`src/rtl/multi_lane_traffic_sensor.sv`:
```
// Multi-lane pseudo-random traffic sensor: N_LANES Fibonacci LFSRs sharing one
// step counter, with a registered per-lane car-present threshold compare.
module multi_lane_traffic_sensor #(
  parameter int unsigned       N_LANES = 2,
  parameter int unsigned       WIDTH   = 5,
  parameter logic [WIDTH-1:0]  SEED    = WIDTH'(5'b10101)
) (
  input  logic                       clk,
  input  logic                       rst,
  input  logic                       en,
  input  logic                       load,
  input  logic [WIDTH-1:0]           seed,
  input  logic [WIDTH-1:0]           threshold,
  output logic [N_LANES*WIDTH-1:0]   T,
  output logic [N_LANES-1:0]         car_present,
  output logic                       wrap
);

  // Maximal-length tap masks (bit n set = state[n] feeds the XOR).
  localparam logic [7:0] TAPS8 =
    (WIDTH == 4) ? 8'b0000_1100 :
    (WIDTH == 5) ? 8'b0001_0100 :
    (WIDTH == 6) ? 8'b0011_0000 :
    (WIDTH == 7) ? 8'b0110_0000 :
                   8'b1011_1000;
  localparam logic [WIDTH-1:0] TAPS     = TAPS8[WIDTH-1:0];
  localparam logic [WIDTH-1:0] CNT_LAST = WIDTH'((1 << WIDTH) - 2);

  typedef enum logic [1:0] {
    OP_HOLD,
    OP_ADV,
    OP_LOAD
  } op_t;

  op_t              op;
  logic [WIDTH-1:0] base_q, base_d;
  logic [WIDTH-1:0] cnt_q, cnt_d;
  logic             wrap_d;
  logic [WIDTH-1:0] lane_q [N_LANES];
  logic [WIDTH-1:0] lane_d [N_LANES];

  function automatic logic [WIDTH-1:0] start_of(input logic [WIDTH-1:0] b,
                                                input int unsigned      i);
    logic [WIDTH-1:0] v;
    v = b ^ WIDTH'(i);
    return (v == '0) ? WIDTH'(1) : v;
  endfunction

  function automatic logic [WIDTH-1:0] lfsr_step(input logic [WIDTH-1:0] s);
    return {s[WIDTH-2:0], ^(s & TAPS)};
  endfunction

  always_comb begin
    op = OP_HOLD;
    if (load)    op = OP_LOAD;
    else if (en) op = OP_ADV;
  end

  always_comb begin
    base_d = base_q;
    cnt_d  = cnt_q;
    wrap_d = 1'b0;
    for (int unsigned i = 0; i < N_LANES; i++) begin
      lane_d[i] = lane_q[i];
    end
    unique case (op)
      OP_LOAD: begin
        base_d = seed;
        cnt_d  = '0;
        for (int unsigned i = 0; i < N_LANES; i++) begin
          lane_d[i] = start_of(seed, i);
        end
      end
      OP_ADV: begin
        cnt_d  = (cnt_q == CNT_LAST) ? '0 : cnt_q + WIDTH'(1);
        wrap_d = (cnt_q == CNT_LAST);
        // A zeroed lane (upset) restarts from its start value instead of locking up.
        for (int unsigned i = 0; i < N_LANES; i++) begin
          lane_d[i] = (lane_q[i] == '0) ? start_of(base_q, i) : lfsr_step(lane_q[i]);
        end
      end
      OP_HOLD: begin
        for (int unsigned i = 0; i < N_LANES; i++) begin
          if (lane_q[i] == '0) lane_d[i] = start_of(base_q, i);
        end
      end
      default: ;
    endcase
  end

  always_ff @(posedge clk) begin
    if (rst) begin
      base_q      <= SEED;
      cnt_q       <= '0;
      wrap        <= 1'b0;
      car_present <= '0;
      for (int unsigned i = 0; i < N_LANES; i++) begin
        lane_q[i] <= start_of(SEED, i);
      end
    end else begin
      base_q <= base_d;
      cnt_q  <= cnt_d;
      wrap   <= wrap_d;
      for (int unsigned i = 0; i < N_LANES; i++) begin
        lane_q[i]      <= lane_d[i];
        car_present[i] <= (lane_q[i] >= threshold);
      end
    end
  end

  always_comb begin
    T = '0;
    for (int unsigned i = 0; i < N_LANES; i++) begin
      T[i*WIDTH +: WIDTH] = lane_q[i];
    end
  end

endmodule
```
`config.mk`:
```
export PLATFORM = sky130hd
export DESIGN_NAME = multi_lane_traffic_sensor
export DESIGN_NICKNAME = d
export VERILOG_FILES = /design/src/rtl/multi_lane_traffic_sensor.sv
export SDC_FILE = /design/constraint.sdc
export NUM_CORES = 1
export LEC_CHECK = 0
export BUFFER_PORTS_ARGS = -buffer_cell sky130_fd_sc_hd__buf_2
export CELL_PAD_IN_SITES_DETAIL_PLACEMENT = 0
export CELL_PAD_IN_SITES_GLOBAL_PLACEMENT = 1
export CORE_MARGIN = 5
export CORE_UTILIZATION = 37
export DETAILED_ROUTE_END_ITERATION = 10
export PLACE_DENSITY_LB_ADDON = 0.1
export REMOVE_ABC_BUFFERS = 1
export SLEW_MARGIN = 20
export SYNTH_ARGS = -nofsm -noshare
export SYNTH_HDL_FRONTEND = slang
export SYNTH_SLANG_ARGS = --single-unit
export TNS_END_PERCENT = 20
```
`constraint.sdc`:
```
create_clock -name clk -period 1.4 [get_ports clk]
set_clock_uncertainty 0.05 [all_clocks]
set_input_delay 0.07 -clock clk [delete_from_list [all_inputs] [get_ports clk]]
set_output_delay 0.07 -clock clk [all_outputs]
set_load 0.1 [all_outputs]
```
==> results.yml <==
worst_hold_path:
  min_path_cells: 3
  min_from: "seed[0]"
  hp-class: "in -> reg"
  hold_end: "base_q[0]"
logic_synthesis:
  synth_top_area_cell: "dfxtp_1"
  synthArstFlopShare_pct: 0
  syn-cell-area_um2: 1360
  netlist_top_cells_area: "dfxtp_1, ha_1, mux2i_1, inv_1, a221o_1"
  synth_flop_cell: "dfxtp_1"
  yosysSeqAreaShare_pct: 33.9
  syn-mean-instance-area_um2: 9.36
  ys_ff_latch: 23
  synth_cells: 145
  synth_cell_types: 47
  synth_edf_count: 0
  netlist.area_leader.share_pct: 33.9
  ys_warn_count: 0
drt:
  postRouteAntennaNets: 0
  detail_route.vias_per_cell: 5.34
  vias: 1282
  drt_iter0_drc: 31
  drc: 0
  wl_um: 3700
  dr.pass1.iters: 4
  wl_per_cell_um: 15.4
clocking:
  clk_latency_ps: 270
  cts_buffers: 3
  cts_tree: "done"
  cts_max_path_buffers: 2
  clockRootBuffer: "clkbuf_8"
  htreeDepth: 1
  clock-sinks: 23
  clkTransAtPathRegs_ps: 80
finish:
  antenna_cells: 0
  fin_util_pct: 49.9
  fin_nets: 219
  drive_gt1_share_pct: 41.1
  area_growth_pct: 32.5
  fin_cells: 240
  fillCellCount: 354
  final_cell_mix: "buf_2, buf_4, dfxtp_1"
  final_common_cell: "buf_2"
  postLayoutCellArea_um2: 1800
status:
  status: "complete, but fails checks"
  violations: "negative setup slack"
floorplanning:
  die-area_um2: 4980
  die_h_um: 70.6
  chipWidth_um: 70.6
  rows: 22
  io-pin-count: 27
  core_area_um2: 3610
  start_util_pct: 37.6
setup_path:
  critPathLaunchType: "flip-flop"
  end_kind: "flip-flop"
  cp_data_required_time_ps: 1510
  r2r_cells: 4
  arrival_ps: 1630
  crit_type: "reg -> reg"
  reg2reg_to: "lane_q[0][3]"
  crit_path_max_fanout: 6
  reg2reg_from: "lane_q[0][1]"
  r2r_slack_ps: -120
timing:
  hold_viol: 0
  fin_ws_ps: -120
  rsz0062_at_grt: "true"
  fmax_ghz: 0.658
  min_period_over_period_pct: 109
  setup_violations: 6
  worst_pin_slew_ps: 490
  period_minus_slack_ps: 1520
  maxSlewViolCount: 0
  slew_headroom_pct: 67.6
placed_design:
  place_ws_ps: -184
  hpwl_um: 2830
  dp_cells: 234
  port_buffers: 26
  gp_routability_congestion: 0.850
  placed_cell_area_um2: 1680
global_routing:
  grt_pass1_wl_um: 6180
  track_usage_pct: 15.4
  grt-busiest-layer: "met2"
  use_met2_pct: 26.0
  use_met3_pct: 2.41
  grt_max_degree: 18
  grt_use_met1_pct: 20.0
  overflow: 0
  grt_pass1_vias: 1309
  antenna_found_initial: 0
pwr:
  p_comb_share_pct: 33.8
  leakage_nw: 0.828
  pwr-share-clk_pct: 24.5
  seqPwrFrac_pct: 41.7
  power_density_nw_per_um2: 973
  switching_share_pct: 37.6
  p_switching_w: 0.000658
  power.internal_w: 0.00109
  vdd_drop_max_mv: 0.323
job:
  cap_violations: 0
sequential cells by signal, summed over array words and instances (netlist names):
name	flops
base_q	5
car_present	2
cnt_q	5
lane_q	10
wrap	1
worst max-delay path, cell delays in order, from the launching register on:
cell and delay [ps]:
dfxtp_1 320, or4_4 570, nor2_8 140, o21ai_2 70, o221a_1 260
routing by layer:
layer	share of wire, %	vias to the layer above
met2	50	37
met5	0	-
met4	1.4	0
met1	43	600
met3	5.4	7
li1	-	638
cell families after synthesis:
group,share of synthesized area [%]
AND/OR/NAND/NOR,15.4
buffers and inverters,8.02
adder cells (fa/ha/maj),11.1
XOR/XNOR,1.29
AO/OA/AOI/OAI,26.6
multiplexers,3.69
flip-flops,33.9
power groups by stage:
stage / registers [W] / logic [W] / clock network (W)
after floorplan: 0.000968 / 0.000154 / 0
after global placement: 0.000736 / 0.000566 / 0
after detailed placement: 0.000737 / 0.000573 / 0
after CTS: 0.000729 / 0.000586 / 0.000431
after global routing: 0.000738 / 0.000632 / 0.000461
final: 0.000730 / 0.000591 / 0.000429
cell type report:
class / instances / area (µm²) / area share [%]
Multi-Input combinational cell: 101 / 831 / 46.2
Timing Repair Buffer: 52 / 348 / 19.3
Tap cell: 48 / 60.1 / 3.34
Sequential cell: 23 / 470 / 26.1
Inverter: 12 / 45.0 / 2.50
Clock buffer: 4 / 45.0 / 2.50
how the worst max path moves through the flow:
stage	from	endpoint	slack, ps	depth (start not counted)
6_report	lane_q[0][1]	lane_q[0][3]	-120	4
2_1_floorplan	lane_q[0][2]	lane_q[0][2]	-840	4
5_1_grt	lane_q[0][1]	lane_q[0][3]	-150	4
4_1_cts	lane_q[0][1]	lane_q[0][3]	-120	4
3_3_place_gp	lane_q[0][1]	lane_q[0][3]	-80	4
3_5_place_dp	cnt_q[0]	cnt_q[3]	-180	6
Yosys cell counts, types with 3 or more instances:
library cell	instances
clkbuf_1	3
a221o_1	4
o31ai_1	4
a21oi_1	6
inv_1	12
nand2b_1	5
nor2_1	6
ha_1	12
o21ai_0	7
nand3_1	3
a311oi_1	3
dfxtp_1	23
a221o_2	3
mux2i_1	5
nand2_1	8
repair_timing:
| item | in CTS | in global routing |
|---|---|---|
| resized for setup | 14 | 8 |
| buffers inserted | 1 | 1 |
| pin swaps | 8 | 3 |
| endpoints found under the setup margin | 15 | 17 |
| hold buffers | 0 | 0 |
stage by stage:
stage                     setup TNS (ps)  power, W  hold WS [ps]
after global placement              -264   0.00130           287
after CTS                           -319   0.00175          22.4
final                               -311   0.00175          15.1
after detailed placement           -1000   0.00131           299
after floorplan                    -8090   0.00112          92.1
after global routing                -861   0.00183          39.7
Power figures use the tool's default switching activity.
